`config.mk`:
```
export PLATFORM = sky130hd
export DESIGN_NAME = axil_strobe_master
export DESIGN_NICKNAME = d
export VERILOG_FILES = /design/src/rtl/axil_strobe_pkg.sv /design/src/rtl/axil_strobe_master.sv
export SDC_FILE = /design/constraint.sdc
export NUM_CORES = 1
export LEC_CHECK = 0
export ABC_AREA = 1
export CORE_MARGIN = 2
export CORE_UTILIZATION = 41
export DETAILED_ROUTE_END_ITERATION = 7
export GPL_ROUTABILITY_DRIVEN = 0
export PLACE_DENSITY = 0.88
export SYNTH_ARGS = -nofsm -noshare
export SYNTH_HDL_FRONTEND = slang
export SYNTH_SLANG_ARGS = --single-unit
```
`constraint.sdc`:
```
create_clock -name axilClk -period 2 [get_ports axilClk]
set_input_delay 0.4 -clock axilClk [delete_from_list [all_inputs] [get_ports axilClk]]
set_output_delay 0.4 -clock axilClk [all_outputs]
set_load 0.02 [all_outputs]
```
`src/rtl/axil_strobe_pkg.sv`:
```
// Shared types and constants for the AXI-Lite strobe master.
// DRAIN exists only with AXIL_STROBE_MASTER_TIMEOUT_EN.
package axil_strobe_pkg;

`ifdef AXIL_STROBE_MASTER_TIMEOUT_EN
  typedef enum logic [2:0] {
    S_IDLE,
    S_WREQ,
    S_WRESP,
    S_RREQ,
    S_RDATA,
    S_DRAIN
  } state_t;
`else
  typedef enum logic [2:0] {
    S_IDLE,
    S_WREQ,
    S_WRESP,
    S_RREQ,
    S_RDATA
  } state_t;
`endif

  localparam logic [1:0] RESP_OKAY   = 2'b00;
  localparam logic [1:0] RESP_SLVERR = 2'b10;
  localparam logic [1:0] RESP_DECERR = 2'b11;

  localparam logic [31:0] TIMEOUT_DATA = 32'hDEAD_BEEF;

  // Anything other than OKAY is reported as an error.
  function automatic logic resp_err(input logic [1:0] r);
    logic e;
    unique case (r)
      RESP_OKAY:                e = 1'b0;
      RESP_SLVERR, RESP_DECERR: e = 1'b1;
      default:                  e = 1'b1;
    endcase
    return e;
  endfunction

endpackage

```
`src/rtl/axil_strobe_master.sv`:
```
// Strobe/ack register requests to AXI-Lite master transactions.
// Define AXIL_STROBE_MASTER_TIMEOUT_EN for handshake timeouts.
module axil_strobe_master
  import axil_strobe_pkg::*;
#(
  parameter logic [31:0] ADDR_BASE      = 32'h0000_0000,
  parameter int          TIMEOUT_CYCLES = 1024
) (
  input  logic        axilClk,
  input  logic        axilRstL,
  input  logic        cmd_wstr,
  input  logic        cmd_rstr,
  input  logic [17:0] cmd_addr,
  input  logic [31:0] cmd_din,
  output logic [31:0] cmd_dout,
  output logic        cmd_wack,
  output logic        cmd_rack,
  output logic        cmd_err,
  output logic        cmd_busy,
  output logic [31:0] axilWriteMaster_awaddr,
  output logic [2:0]  axilWriteMaster_awprot,
  output logic        axilWriteMaster_awvalid,
  input  logic        axilWriteSlave_awready,
  output logic [31:0] axilWriteMaster_wdata,
  output logic [3:0]  axilWriteMaster_wstrb,
  output logic        axilWriteMaster_wvalid,
  input  logic        axilWriteSlave_wready,
  input  logic [1:0]  axilWriteSlave_bresp,
  input  logic        axilWriteSlave_bvalid,
  output logic        axilWriteMaster_bready,
  output logic [31:0] axilReadMaster_araddr,
  output logic [2:0]  axilReadMaster_arprot,
  output logic        axilReadMaster_arvalid,
  input  logic        axilReadSlave_arready,
  input  logic [31:0] axilReadSlave_rdata,
  input  logic [1:0]  axilReadSlave_rresp,
  input  logic        axilReadSlave_rvalid,
  output logic        axilReadMaster_rready
);

  if (TIMEOUT_CYCLES < 1) begin : g_bad_timeout
    $error("TIMEOUT_CYCLES must be at least 1");
  end

  state_t      state_q, state_d;
  logic        pend_q, pend_d;
  logic [31:0] awaddr_d, wdata_d, araddr_d;
  logic        awv_d, wv_d, arv_d;
  logic        bready_d, rready_d;
  logic        wack_d, rack_d, err_d, busy_d;
  logic [31:0] dout_d;
  logic [31:0] cmd_byte;

  assign cmd_byte = {ADDR_BASE[31:20], cmd_addr, 2'b00};

  assign axilWriteMaster_awprot = 3'b000;
  assign axilReadMaster_arprot  = 3'b000;
  assign axilWriteMaster_wstrb  = 4'hF;

`ifdef AXIL_STROBE_MASTER_TIMEOUT_EN
  logic [31:0] cnt_q;
  logic        wait_st, tmo;

  assign wait_st = state_q inside {S_WREQ, S_WRESP,
                                   S_RREQ, S_RDATA};
  assign tmo = wait_st &&
               (cnt_q == 32'(TIMEOUT_CYCLES - 1));

  // Cycles spent in the current waiting state.
  always_ff @(posedge axilClk) begin
    if (!axilRstL || state_d != state_q)
      cnt_q <= '0;
    else if (wait_st)
      cnt_q <= cnt_q + 32'd1;
  end
`endif

  // Next state and next value of every registered output.
  always_comb begin
    state_d  = state_q;
    pend_d   = pend_q;
    awaddr_d = axilWriteMaster_awaddr;
    wdata_d  = axilWriteMaster_wdata;
    araddr_d = axilReadMaster_araddr;
    awv_d    = axilWriteMaster_awvalid;
    wv_d     = axilWriteMaster_wvalid;
    arv_d    = axilReadMaster_arvalid;
    bready_d = axilWriteMaster_bready;
    rready_d = axilReadMaster_rready;
    dout_d   = cmd_dout;
    wack_d   = 1'b0;
    rack_d   = 1'b0;
    err_d    = 1'b0;
    if (axilWriteSlave_awready) awv_d = 1'b0;
    if (axilWriteSlave_wready)  wv_d  = 1'b0;
    if (axilReadSlave_arready)  arv_d = 1'b0;
    unique case (state_q)
      S_IDLE: begin
        awv_d = 1'b0;
        wv_d  = 1'b0;
        arv_d = 1'b0;
        if (pend_q) begin
          pend_d  = 1'b0;
          arv_d   = 1'b1;
          state_d = S_RREQ;
        end else if (!cmd_busy && cmd_wstr) begin
          awaddr_d = cmd_byte;
          wdata_d  = cmd_din;
          awv_d    = 1'b1;
          wv_d     = 1'b1;
          state_d  = S_WREQ;
          if (cmd_rstr) begin
            araddr_d = cmd_byte;
            pend_d   = 1'b1;
          end
        end else if (!cmd_busy && cmd_rstr) begin
          araddr_d = cmd_byte;
          arv_d    = 1'b1;
          state_d  = S_RREQ;
        end
      end
      S_WREQ: begin
        if (!awv_d && !wv_d) begin
          bready_d = 1'b1;
          state_d  = S_WRESP;
        end
      end
      S_WRESP: begin
        if (axilWriteSlave_bvalid) begin
          wack_d   = 1'b1;
          err_d    = resp_err(axilWriteSlave_bresp);
          bready_d = 1'b0;
          state_d  = S_IDLE;
        end
      end
      S_RREQ: begin
        if (!arv_d) begin
          rready_d = 1'b1;
          state_d  = S_RDATA;
        end
      end
      S_RDATA: begin
        if (axilReadSlave_rvalid) begin
          dout_d   = axilReadSlave_rdata;
          rack_d   = 1'b1;
          err_d    = resp_err(axilReadSlave_rresp);
          rready_d = 1'b0;
          state_d  = S_IDLE;
        end
      end
`ifdef AXIL_STROBE_MASTER_TIMEOUT_EN
      S_DRAIN: begin
        if ((axilWriteSlave_bvalid &&
             axilWriteMaster_bready) ||
            (axilReadSlave_rvalid &&
             axilReadMaster_rready)) begin
          bready_d = 1'b0;
          rready_d = 1'b0;
          state_d  = S_IDLE;
        end
      end
`endif
      default: state_d = S_IDLE;
    endcase
`ifdef AXIL_STROBE_MASTER_TIMEOUT_EN
    if (tmo && state_d == state_q) begin
      state_d = S_DRAIN;
      err_d   = 1'b1;
      if (state_q inside {S_WREQ, S_WRESP}) begin
        wack_d   = 1'b1;
        bready_d = 1'b1;
      end else begin
        rack_d   = 1'b1;
        rready_d = 1'b1;
        dout_d   = TIMEOUT_DATA;
      end
    end
`endif
    busy_d = (state_d != S_IDLE) || pend_d ||
             wack_d || rack_d;
  end

  // State and output registers.
  always_ff @(posedge axilClk) begin
    if (!axilRstL) begin
      state_q                 <= S_IDLE;
      pend_q                  <= 1'b0;
      axilWriteMaster_awaddr  <= '0;
      axilWriteMaster_wdata   <= '0;
      axilReadMaster_araddr   <= '0;
      axilWriteMaster_awvalid <= 1'b0;
      axilWriteMaster_wvalid  <= 1'b0;
      axilReadMaster_arvalid  <= 1'b0;
      axilWriteMaster_bready  <= 1'b0;
      axilReadMaster_rready   <= 1'b0;
      cmd_dout                <= '0;
      cmd_wack                <= 1'b0;
      cmd_rack                <= 1'b0;
      cmd_err                 <= 1'b0;
      cmd_busy                <= 1'b0;
    end else begin
      state_q                 <= state_d;
      pend_q                  <= pend_d;
      axilWriteMaster_awaddr  <= awaddr_d;
      axilWriteMaster_wdata   <= wdata_d;
      axilReadMaster_araddr   <= araddr_d;
      axilWriteMaster_awvalid <= awv_d;
      axilWriteMaster_wvalid  <= wv_d;
      axilReadMaster_arvalid  <= arv_d;
      axilWriteMaster_bready  <= bready_d;
      axilReadMaster_rready   <= rready_d;
      cmd_dout                <= dout_d;
      cmd_wack                <= wack_d;
      cmd_rack                <= rack_d;
      cmd_err                 <= err_d;
      cmd_busy                <= busy_d;
    end
  end

endmodule

```
==> Yosys cells after proc, flatten, opt, wreduce, memory -nomap -nowiden <==
Cells that the tools add are included.
{ "word_totals": {"input_bits": 95, "regBits": 127, "out_inout_bits": 147} }
{ "classes": {"mux": 41, "bitwise": 1, "reduce_logical": 21, "n_eq_ne": 9} }
{ "op_table": {"columns": ["operator", "count"], "rows": [
  ["$mux W32", 3],
  ["$mux W1", 27],
  ["$mux W3", 7],
  ["$pmux W3 S5", 1],
  ["$ne A2 B2 Y1 const B", 5],
  ["$reduce_and A3 Y1", 3],
  ["$eq A3 B2 Y1 const B", 2],
  ["$pmux W1 S2", 3],
  ["$reduce_bool A2 Y1", 3],
  ["$logic_not A2 Y1", 2],
  ["$reduce_and A4 Y1", 1],
  ["$eq A3 B1 Y1 const B", 1],
  ["$eq A3 B3 Y1 const B", 1],
  ["$logic_and A1 B1 Y1", 3],
  ["$logic_not A1 Y1", 3],
  ["$logic_not A3 Y1", 1],
  ["$logic_or A1 B1 Y1", 3],
  ["$reduce_bool A3 Y1", 1],
  ["$reduce_and A2 Y1", 1],
  ["$not A1 Y1", 1]
]} }

==> Logic depth before layout (Yosys ltp) <==
Gate-level depths: netlist of run 1.
{ "depth": {"depth_word": 10, "ltp_mapped": 9, "depth_no_buf": 9} }

==> Least setup slack after synthesis of run 1 <==
OpenSTA, ideal clock, no wires.
{ "synth_timing": {"path_type": "reg2reg", "start": "register state_q[1]", "end": "register axilReadMaster_araddr[10]", "synth_period_minus_slack_ns": 1.347, "path_stages_with_launch": 8, "setup_slack_ns": 0.653, "arrival_time_ns": 1.233, "cell_sequence": "dfxtp_1 -> nor2_4 -> nand2_4 -> nor3_4 -> inv_2 -> buf_6 -> nor2_1 -> nor2_1"} }
{ "synth_between": {"elab_chain_len": 2} }
{ "synth_rtl": {"columns": ["element", "line", "rtl"], "rows": [
  ["start, declared", "axil_strobe_master.sv:45", "state_t state_q, state_d;"],
  ["start signal, assigned", "axil_strobe_master.sv:202", "state_q <= state_d;"],
  ["$logic_not A3 Y1", "axil_strobe_master.sv:97", "unique case (state_q)"],
  ["$reduce_and A4 Y1 (no line)", null, null],
  ["end signal, assigned", "axil_strobe_master.sv:206", "axilReadMaster_araddr <= araddr_d;"],
  ["end, declared", "axil_strobe_master.sv:31", "output logic [31:0] axilReadMaster_araddr,"]
]} }
Every way passes these cells.
A chain may end at the register's enable or synchronous reset.

==> Worst setup path after layout of run 1 <==
{ "layout_timing": {"start": "register axilWriteMaster_wdata[28]", "end": "output axilWriteMaster_wdata[28]"} }
{ "layout_rtl": {"columns": ["element", "line", "rtl"], "rows": [
  ["start, declared", "axil_strobe_master.sv:24", "output logic [31:0] axilWriteMaster_wdata,"],
  ["start signal, assigned", "axil_strobe_master.sv:205", "axilWriteMaster_wdata <= wdata_d;"]
]} }
No word-level cell between the ends.

==> metrics.md, run 1 <==
| Metric | Value |
|---|---|
| Outcome | `complete, no violations` |
| Startpoint types | `register` |
| Setup Fix Bufs, Post-CTS | `0` |
| TritonCTS buffer count | `17` |
| DRT Pass-1 Iters | `5` |
| Hold endpoint | `cmd_wack$_SDFF_PN0_` |
| Overall routing resource usage | `21.57%` |
| HPWL after DPL | `8809 um` |
| Worst Hold Depth | `3` |
| Share of cells above drive strength 1 | `6.839%` |
| Switching power | `0.003402 W` |
| Worst-path cell chain | `clkdlybuf4s50_1` |
| Finished Layout Cells | `911` |
| Largest net degree at the start of global routing | `70` |
| Sequential power share | `33.9%` |
| Clk sinks | `113` |
| Relative slew margins | `61.91%` |
| Met3 Usage GRT | `9.666%` |
| Core area | `10,280 um^2` |
| Unrepaired setup endpoints after global routing | `false` |
| Switch share | `36.51%` |
| Dpl cells | `879` |
| Die area | `11,380 um^2` |
| Post-Syn Area | `4322 um^2` |
| CTS max path bufs | `2` |
| Area grow syn2layout | `59.44%` |
| Slowest stage delay, CP | `0.63 ns` |
| Crit Path Max Fanout | `2` |
| Routed WL | `12,600 um` |
| LEAKAGE | `2.783 nW` |
| Via count | `4,309` |
| R2R Setup Slk | `0.45 ns` |
| Number of global-route vias before repair | `4,148` |
| Slowest CP cell | `clkdlybuf4s50_1` |
| WL/cell | `13.83 um` |
| Synth Register Bits | `113` |
| TNS Setup | `0 ns` |
| Average size of a mapped cell | `7.703 um^2` |
| FF-to-FF path depth | `6` |
| Post-synth top area share | `52.35%` |
| Starting density of the core | `42.05%` |
| Final hold viol count | `0` |
| Worst-margin pin slew | `0.5714 ns` |
| Sequential area share after synthesis | `52.35%` |
| Design area | `6890 um^2` |
| Initial DRC count | `286` |
| Grt total ovfl | `0` |
| Max rail drop VDD | `813.0 uV` |
| Worst skew pair latency | `0.51 ns` |
| Hold_sp | `axilRstL` |
| Worst Setup End Kind | `output pin` |
| Routed Antenna Nets | `0` |
| CTS tree | `built` |
| # IOs | `242` |
| Synth warn | `0` |
| Top delay family on crit path | `buffers and inverters` |
| Worst path bufs/invs | `1` |
| Most used routing layer in global routing | `met2` |
| Via density | `4.730` |
| # hold bufs at CTS | `0` |
| Clock root buffer | `clkbuf_8` |
| CP arrival | `1.48 ns` |
| Cells after Synth | `561` |
| Commonest non-fill, non-tap cell in the layout | `clkdlybuf4s50_1` |
| Nets | `857` |
| Met1 track demand over resource | `23.85%` |
| Most frequent cells in the layout | `clkdlybuf4s50_1 (202), nor2_1 (152), dfxtp_1 (113)` |
| Residual DRC count | `0` |
| CP Class | `register to output pin` |
| Placed instance area | `6345 um^2` |
| Worst reg2reg path startpoint | `state_q[1]$_SDFF_PN0_` |
| Max frequency | `531.2 MHz` |
| First-pass GRT wire length | `19,570 um` |
| Crit path required time | `1.60 ns` |
| Pwr Total | `0.009317 W` |
| Antenna violations before repair | `0` |
| PortBufs | `203` |
| Period utilisation layout | `94.12%` |
| Final setup viols | `0` |
| Int Pwr | `0.005915 W` |
| Resize count post-CTS | `0` |
| Final Max Tran Viols | `0` |
| Area leader, netlist | `dfxtp_1` |
| Hold crit path type | `primary input to register` |
| Total power density per cell area | `1352 nW/um^2` |
| Antenna cells | `0` |
| Combinational Power Share | `37.1%` |
| Max Cap Violations | `0` |
| Die width | `106.7 um` |
| Clk pwr share | `28.9%` |
| RR Endpoint | `axilWriteMaster_wdata[7]$_SDFFE_PN0P_` |
| Min Clock Period, post-route | `1.882 ns` |
| Max Clock Skew | `0.01263 ns` |
| GR Layer Usage met2 | `36.90%` |
| Die Y | `106.7 um` |
| Filler instances | `784` |
| Worst-path clk slew | `0.06 ns` |
| Library cells used by synthesis | `21` |
| Top post-synthesis cells by area | `dfxtp_1 (52%), nor2_1 (13%), nand2_1 (7.4%)` |
| H-tree levels | `4` |
| Number of core rows | `37` |
-- Yosys cell counts (all sizes together) --
master	n
inv	14
or2	1
o21ai	72
nand3	6
a21oi	41
dfxtp	113
nor2	153
clkbuf	14
nand3b	1
nor3	2
buf	53
nand2	86
conb	2
nand4	3
-- layer usage --
metal,vias to the layer above,routed length (um)
met5,-,0
met4,0,107
met3,9,1275
met2,200,6184
met1,1975,5029
li1,2125,-
-- worst max path at each step --
stage	start	end	slack, ns	cells after the start
after floorplan	state_q[1]$_SDFF_PN0_	axilReadMaster_araddr[10]$_SDFFE_PN0P_	0.65	7
after global placement	cmd_wstr	axilWriteMaster_wdata[11]$_SDFFE_PN0P_	0.16	6
after detailed placement	cmd_wstr	axilWriteMaster_wdata[7]$_SDFFE_PN0P_	0.07	6
after CTS	axilWriteMaster_awvalid$_SDFF_PN0_	axilWriteMaster_awvalid	0.09	1
after global routing	axilReadMaster_araddr[4]$_SDFFE_PN0P_	axilReadMaster_araddr[4]	0.03	1
final	axilWriteMaster_wdata[28]$_SDFFE_PN0P_	axilWriteMaster_wdata[28]	0.12	1
-- kinds of logic after synthesis --
family                 Yosys count  synth area share, %
AO/OA/AOI/OAI                  113                13.09
flip-flops                     113                52.35
AND/OR/NAND/NOR                252                23.42
buffers and inverters           81                10.97
other                            2               0.1738
-- flip-flops by register name (all words and copies together), names as in the netlist --
| register | count |
|---|---|
| axilWriteMaster_wdata | 32 |
| cmd_dout | 32 |
| axilReadMaster_araddr | 18 |
| axilWriteMaster_awaddr | 18 |
| state_q | 3 |
| axilReadMaster_arvalid | 1 |
| axilReadMaster_rready | 1 |
| axilWriteMaster_awvalid | 1 |
| axilWriteMaster_bready | 1 |
| axilWriteMaster_wvalid | 1 |
| cmd_busy | 1 |
| cmd_err | 1 |
| cmd_rack | 1 |
| cmd_wack | 1 |
| pend_q | 1 |
-- worst reg2reg max path, cell delays in order (launching register included) --
cell and delay [ns]:
dfxtp_1 0.38, nor2_4 0.20, nand2_4 0.12, nor3_4 0.18
buf_4 0.33, o21ai_0 0.13, nor2_1 0.15
-- power by group through the flow --
stage	registers, W	clock network [W]	logic, W
finish	0.00316	0.00269	0.00346
floorplan	0.00380	0	0.00124
detailed placement	0.00318	0	0.00346
CTS	0.00316	0.00276	0.00348
global route	0.00322	0.00289	0.00374
global placement	0.00316	0	0.00338
-- layout make-up --
type	instances	area [um^2]	area share, %
clock buffer	19	441.7	6.410
clock inverter	13	103.9	1.507
inverter	14	52.55	0.7627
multi-input combinational	403	1720	24.97
sequential	113	2262	32.83
tap	136	170.2	2.470
timing repair buffer	213	2140	31.05
-- metrics by stage --
step / setup WS [ns] / hold WS, ns / utilization, %
floorplan: 0.6533 / 0.5349 / -
global placement: 0.1568 / 0.4500 / 61.74
detailed placement: 0.07083 / 0.4563 / 61.74
CTS: 0.08576 / 0.3075 / 67.04
global route: 0.03169 / 0.3288 / 67.04
finish: 0.1175 / 0.3188 / 67.04
(Power assumes the default switching activity.)
==> run 2, diff against run 1 <==
Settings changed: CORE_MARGIN 2 to unset, CORE_UTILIZATION 41 to 38, PLACE_DENSITY 0.88 to 0.82.
Clock period 2 ns to 1.8 ns, I/O delays scaled along.
==> metrics.md, run 2 (synthesized netlist as in run 1, its figures left out) <==
| Metric | Value |
|---|---|
| Die width | `108.6 um (was 106.7 um)` |
| Largest net degree at the start of global routing | `70 (unchanged)` |
| Die area | `11,800 um^2 (was 11,380 um^2)` |
| Worst reg2reg path startpoint | `state_q[1]$_SDFF_PN0_ (unchanged)` |
| Setup Fix Bufs, Post-CTS | `0 (unchanged)` |
| Worst-path clk slew | `0.05 ns (was 0.06 ns)` |
| Nets | `858 (was 857)` |
| Area grow syn2layout | `60.77% (was 59.44%)` |
| Max Clock Skew | `0.01102 ns (was 0.01263 ns)` |
| H-tree levels | `4 (unchanged)` |
| Final Max Tran Viols | `0 (unchanged)` |
| Total power density per cell area | `1534 nW/um^2 (was 1352 nW/um^2)` |
| Dpl cells | `884 (was 879)` |
| Most used routing layer in global routing | `met2 (unchanged)` |
| CTS max path bufs | `2 (unchanged)` |
| Clock root buffer | `clkbuf_16 (was clkbuf_8)` |
| Hold_sp | `axilRstL (unchanged)` |
| Slowest stage delay, CP | `0.67 ns (was 0.63 ns)` |
| Outcome | `complete, no violations (unchanged)` |
| Hold crit path type | `primary input to register (unchanged)` |
| Filler instances | `921 (was 784)` |
| DRT Pass-1 Iters | `5 (unchanged)` |
| Top delay family on crit path | `buffers and inverters (unchanged)` |
| Util after Layout | `63.26% (was 67.04%)` |
| Worst-margin pin slew | `0.5510 ns (was 0.5714 ns)` |
| PortBufs | `203 (unchanged)` |
| Commonest non-fill, non-tap cell in the layout | `clkdlybuf4s50_1 (unchanged)` |
| Regs by FF count | `axilWriteMaster_wdata: 32 flops, cmd_dout: 32 flops (unchanged)` |
| Number of global-route vias before repair | `4,060 (was 4,148)` |
| Worst path bufs/invs | `1 (unchanged)` |
| Max Cap Violations | `0 (unchanged)` |
| Share of cells above drive strength 1 | `6.581% (was 6.839%)` |
| Unrepaired setup endpoints after global routing | `false (unchanged)` |
| Overall routing resource usage | `20.58% (was 21.57%)` |
| Via density | `4.686 (was 4.730)` |
| # hold bufs at CTS | `0 (unchanged)` |
| Residual DRC count | `0 (unchanged)` |
| Core area | `10,980 um^2 (was 10,280 um^2)` |
| Slowest CP cell | `clkdlybuf4s50_1 (unchanged)` |
| Antenna cells | `0 (unchanged)` |
| LEAKAGE | `2.853 nW (was 2.783 nW)` |
| Via count | `4,288 (was 4,309)` |
| Met3 Usage GRT | `7.950% (was 9.666%)` |
| GR Layer Usage met2 | `35.13% (was 36.90%)` |
| Finished Layout Cells | `915 (was 911)` |
| Max frequency | `573.6 MHz` |
| Initial DRC count | `298 (was 286)` |
| Number of core rows | `38 (was 37)` |
| Worst Setup End Kind | `output pin (unchanged)` |
| HPWL after DPL | `8875 um (was 8809 um)` |
| Period utilisation layout | `96.86%` |
| Crit path required time | `1.44 ns (was 1.60 ns)` |
| Most frequent cells in the layout | `clkdlybuf4s50_1 (200), nor2_1 (152), dfxtp_1 (113) (was clkdlybuf4s50_1 (202), nor2_1 (152), dfxtp_1 (113))` |
| Worst-path cell chain | `clkdlybuf4s50_1 (unchanged)` |
| Final hold viol count | `0 (unchanged)` |
| CP Class | `register to output pin (unchanged)` |
| Routed Antenna Nets | `0 (unchanged)` |
| Worst Hold Depth | `3 (unchanged)` |
| Critical Path Start | `cmd_dout[8]$_SDFFE_PN0P_ (was axilWriteMaster_wdata[28]$_SDFFE_PN0P_)` |
| Resize count post-CTS | `0 (unchanged)` |
| Starting density of the core | `39.35% (was 42.05%)` |
| Crit. path cell count | `1 (unchanged)` |
| Routed WL | `12,360 um (was 12,600 um)` |
| Min Clock Period, post-route | `1.743 ns` |
| Met1 track demand over resource | `23.13% (was 23.85%)` |
| Startpoint types | `register (unchanged)` |
| Die Y | `108.6 um (was 106.7 um)` |
| WL/cell | `13.51 um (was 13.83 um)` |
| Max rail drop VDD | `861.8 uV (was 813.0 uV)` |
| Antenna violations before repair | `0 (unchanged)` |
| Relative slew margins | `63.27% (was 61.91%)` |
| Crit Path Max Fanout | `2 (unchanged)` |
| FF-to-FF path depth | `6 (unchanged)` |
| CTS tree | `built (unchanged)` |
| Clk sinks | `113 (unchanged)` |
| Grt total ovfl | `0 (unchanged)` |
| # IOs | `242 (unchanged)` |
| Worst skew pair latency | `0.40 ns (was 0.51 ns)` |
| TritonCTS buffer count | `17 (unchanged)` |
| First-pass GRT wire length | `18,880 um (was 19,570 um)` |
| Final setup viols | `0 (unchanged)` |
| CP arrival | `1.38 ns (was 1.48 ns)` |
-- run 2: cell count changes in the layout (fill, tap and decap cells not counted) --
cell and change:
buf_4 +1, bufinv_16 +3, clkbuf_1 +2, clkbuf_16 +1, clkbuf_8 -2, clkdlybuf4s50_1 -2, clkinv_2 +4, clkinv_4 -2
clkinvlp_4 -3, dlymetal6s2s_1 +2, inv_6 -4
-- run 2: metrics by stage --
step / hold WS, ns / setup TNS [ns] / setup WS, ns / cell area [um^2] / total power (W)
after floorplan: 0.4949 / 0 / 0.4533 / 4457 / 0.005597
after global placement: 0.4503 / -0.01049 / -0.002689 / 6357 / 0.007269
after detailed placement: 0.4558 / -1.220 / -0.07852 / 6357 / 0.007375
after CTS: 0.3508 / 0 / 0.009315 / 6943 / 0.01074
after global routing: 0.3982 / 0 / 0.003144 / 6948 / 0.01122
final: 0.3613 / 0 / 0.05655 / 6948 / 0.01066
-- run 2: final timing paths --
| check | to | slack, ns |
|---|---|---|
| setup / recovery | cmd_dout[8] | 0.06 |
| hold / removal | state_q[0]$_SDFF_PN0_ | 0.36 |
| setup reg to reg | axilWriteMaster_awaddr[19]$_SDFFE_PN0P_ | 0.23 |
| hold reg to reg | cmd_dout[9]$_SDFFE_PN0P_ | 0.46 |
-- run 2: metal layers --
| metal | vias to the layer above | part of all wire [%] |
|---|---|---|
| met1 | 1968 | 41 |
| met4 | 0 | 1.5 |
| met2 | 187 | 48 |
| met3 | 14 | 9.4 |
| met5 | - | 0 |
| li1 | 2119 | - |
-- run 2: cell type report --
cell class                 instances  area, um^2  share of cell area (%)
inverter                          14       52.55                  0.7563
timing repair buffer             214        2152                   30.97
clock buffer                      20       446.7                   6.429
clock inverter                    11       138.9                   1.999
sequential                       113        2262                   32.56
multi-input combinational        403        1720                   24.76
tap                              140       175.2                   2.521
-- run 2: where the power goes --
group / switching [W] / internal, W
registers: 0.000372 / 0.00314
clock network: 0.00112 / 0.00219
logic: 0.00219 / 0.00165
total: 0.00368 / 0.00698
==> run 3, diff against run 2 <==
Settings changed: CORE_MARGIN set to 10.
==> metrics.md, run 3 (synthesized netlist as in run 1, its figures left out) <==
| Metric | Value |
|---|---|
| Regs by FF count | `axilWriteMaster_wdata: 32 flops, cmd_dout: 32 flops (unchanged)` |
| Share of cells above drive strength 1 | `7.179% (was 6.581%)` |
| Worst-path cell chain | `clkdlybuf4s50_1 (unchanged)` |
| Antenna violations before repair | `0 (unchanged)` |
| Crit path required time | `1.44 ns (about the same)` |
| Residual DRC count | `0 (unchanged)` |
| Worst-path clk slew | `0.05 ns (about the same)` |
| Overall routing resource usage | `17.31% (was 20.58%)` |
| Slowest CP cell | `clkdlybuf4s50_1 (unchanged)` |
| Slowest stage delay, CP | `0.66 ns (was 0.67 ns)` |
| Area grow syn2layout | `62.16% (was 60.77%)` |
| HPWL after DPL | `11,160 um (was 8875 um)` |
| TNS Setup | `0 ns (unchanged)` |
| Startpoint types | `register (unchanged)` |
| Pwr Total | `0.01084 W (was 0.01066 W)` |
| Critical Path Start | `axilWriteMaster_wvalid$_SDFF_PN0_ (was cmd_dout[8]$_SDFFE_PN0P_)` |
| Finished Layout Cells | `920 (was 915)` |
| Largest net degree at the start of global routing | `69 (was 70)` |
| Worst reg2reg path startpoint | `state_q[1]$_SDFF_PN0_ (unchanged)` |
| Max Clock Skew | `0.008058 ns (was 0.01102 ns)` |
| Period utilisation layout | `97.67% (was 96.86%)` |
| PortBufs | `203 (unchanged)` |
| Hold_sp | `axilRstL (unchanged)` |
| CTS tree | `built (unchanged)` |
| H-tree levels | `4 (unchanged)` |
| Die Y | `126.6 um (was 108.6 um)` |
| Final hold viol count | `0 (unchanged)` |
| Clk sinks | `113 (unchanged)` |
| Routed Antenna Nets | `0 (unchanged)` |
| Most frequent cells in the layout | `clkdlybuf4s50_1 (200), nor2_1 (152), dfxtp_1 (113) (unchanged)` |
| Max frequency | `568.8 MHz (was 573.6 MHz)` |
| Commonest non-fill, non-tap cell in the layout | `clkdlybuf4s50_1 (unchanged)` |
| # IOs | `242 (unchanged)` |
| R2R Setup Slk | `0.27 ns (was 0.23 ns)` |
| Dpl cells | `888 (was 884)` |
| # hold bufs at CTS | `0 (unchanged)` |
| Routed WL | `14,580 um (was 12,360 um)` |
| Top delay family on crit path | `buffers and inverters (unchanged)` |
| Relative slew margins | `63.30% (was 63.27%)` |
| Nets | `862 (was 858)` |
| Worst skew pair latency | `0.40 ns (about the same)` |
| Die width | `126.6 um (was 108.6 um)` |
| Initial DRC count | `222 (was 298)` |
| Crit Path Max Fanout | `3 (was 2)` |
| Total power density per cell area | `1546 nW/um^2 (was 1534 nW/um^2)` |
| Via count | `4,327 (was 4,288)` |
| Grt total ovfl | `0 (unchanged)` |
| TritonCTS buffer count | `17 (unchanged)` |
| Final setup viols | `0 (unchanged)` |
| CP Class | `register to output pin (unchanged)` |
| Max Cap Violations | `0 (unchanged)` |
| Number of core rows | `38 (unchanged)` |
| Via density | `4.703 (was 4.686)` |
| Resize count post-CTS | `1 (was 0)` |
| DRT Pass-1 Iters | `5 (unchanged)` |
| Outcome | `complete, no violations (unchanged)` |
| CTS max path bufs | `2 (unchanged)` |
| Unrepaired setup endpoints after global routing | `false (unchanged)` |
| Antenna cells | `0 (unchanged)` |
| Clock root buffer | `clkbuf_16 (unchanged)` |
| Worst-margin pin slew | `0.5504 ns (was 0.5510 ns)` |
| Final Max Tran Viols | `0 (unchanged)` |
| Max rail drop VDD | `953.8 uV (was 861.8 uV)` |
| Worst Setup End Kind | `output pin (unchanged)` |
| CP arrival | `1.40 ns (was 1.38 ns)` |
| Setup Fix Bufs, Post-CTS | `0 (unchanged)` |
| Starting density of the core | `39.35% (unchanged)` |
| Min Clock Period, post-route | `1.758 ns (was 1.743 ns)` |
| First-pass GRT wire length | `22,840 um (was 18,880 um)` |
| WL/cell | `15.85 um (was 13.51 um)` |
| Number of global-route vias before repair | `4,416 (was 4,060)` |
| Hold crit path type | `primary input to register (unchanged)` |
| Fin Hold WS | `0.2340 ns (was 0.3613 ns)` |
| Worst path bufs/invs | `1 (unchanged)` |
| Core area | `10,980 um^2 (unchanged)` |
| LEAKAGE | `2.868 nW (was 2.853 nW)` |
| Die area | `16,040 um^2 (was 11,800 um^2)` |
## run 3: cell type report
cell class	count	area (um^2)
fillers	903	3975
flip-flops and latches	113	2262
repair buffers	218	2191
multi-input cells	403	1720
clock buffers	22	474.2
well taps	140	175.2
clock inverters	10	132.6
inverters	14	52.55
## run 3: final timing paths
check	endpoint	depth (start not counted)
min reg2reg	axilReadMaster_rready$_SDFFE_PN0P_	2
min	cmd_busy$_SDFF_PN0_	3
max reg2reg	axilWriteMaster_wdata[23]$_SDFFE_PN0P_	7
max	axilWriteMaster_wvalid	1
## run 3: per-stage QoR
stage | utilization [%] | instance area, um^2 | setup slack [ns]
after floorplan | - | 4457 | 0.4533
final | 63.81 | 7008 | 0.04198
after detailed placement | 58.27 | 6400 | -0.1033
after global routing | 63.81 | 7008 | 0.001700
after CTS | 63.78 | 7005 | 0.006926
after global placement | 58.27 | 6400 | -0.05096
## run 3: report_power, final
part	switching, W	internal, W	leakage [nW]
clock network	0.00111	0.00227	0.292
logic	0.00225	0.00170	1.65
registers	0.000366	0.00314	0.923
## run 3: worst register-to-register path: stages, from the launching register on
cell     delay (ns)
dfxtp_1        0.38
nor2_4         0.20
nand2_4        0.12
nor3_4         0.23
inv_2          0.10
buf_12         0.18
nor2_1         0.15
nor2_1         0.06
## run 3: routing by layer
metal | vias up | GRT usage, % | share of wire [%]
met3 | 24 | 11.45 | 15
met1 | 1969 | 17.69 | 37
met4 | 0 | 7.234 | 2.1
li1 | 2121 | - | -
met5 | - | 0 | 0
met2 | 213 | 27.37 | 46
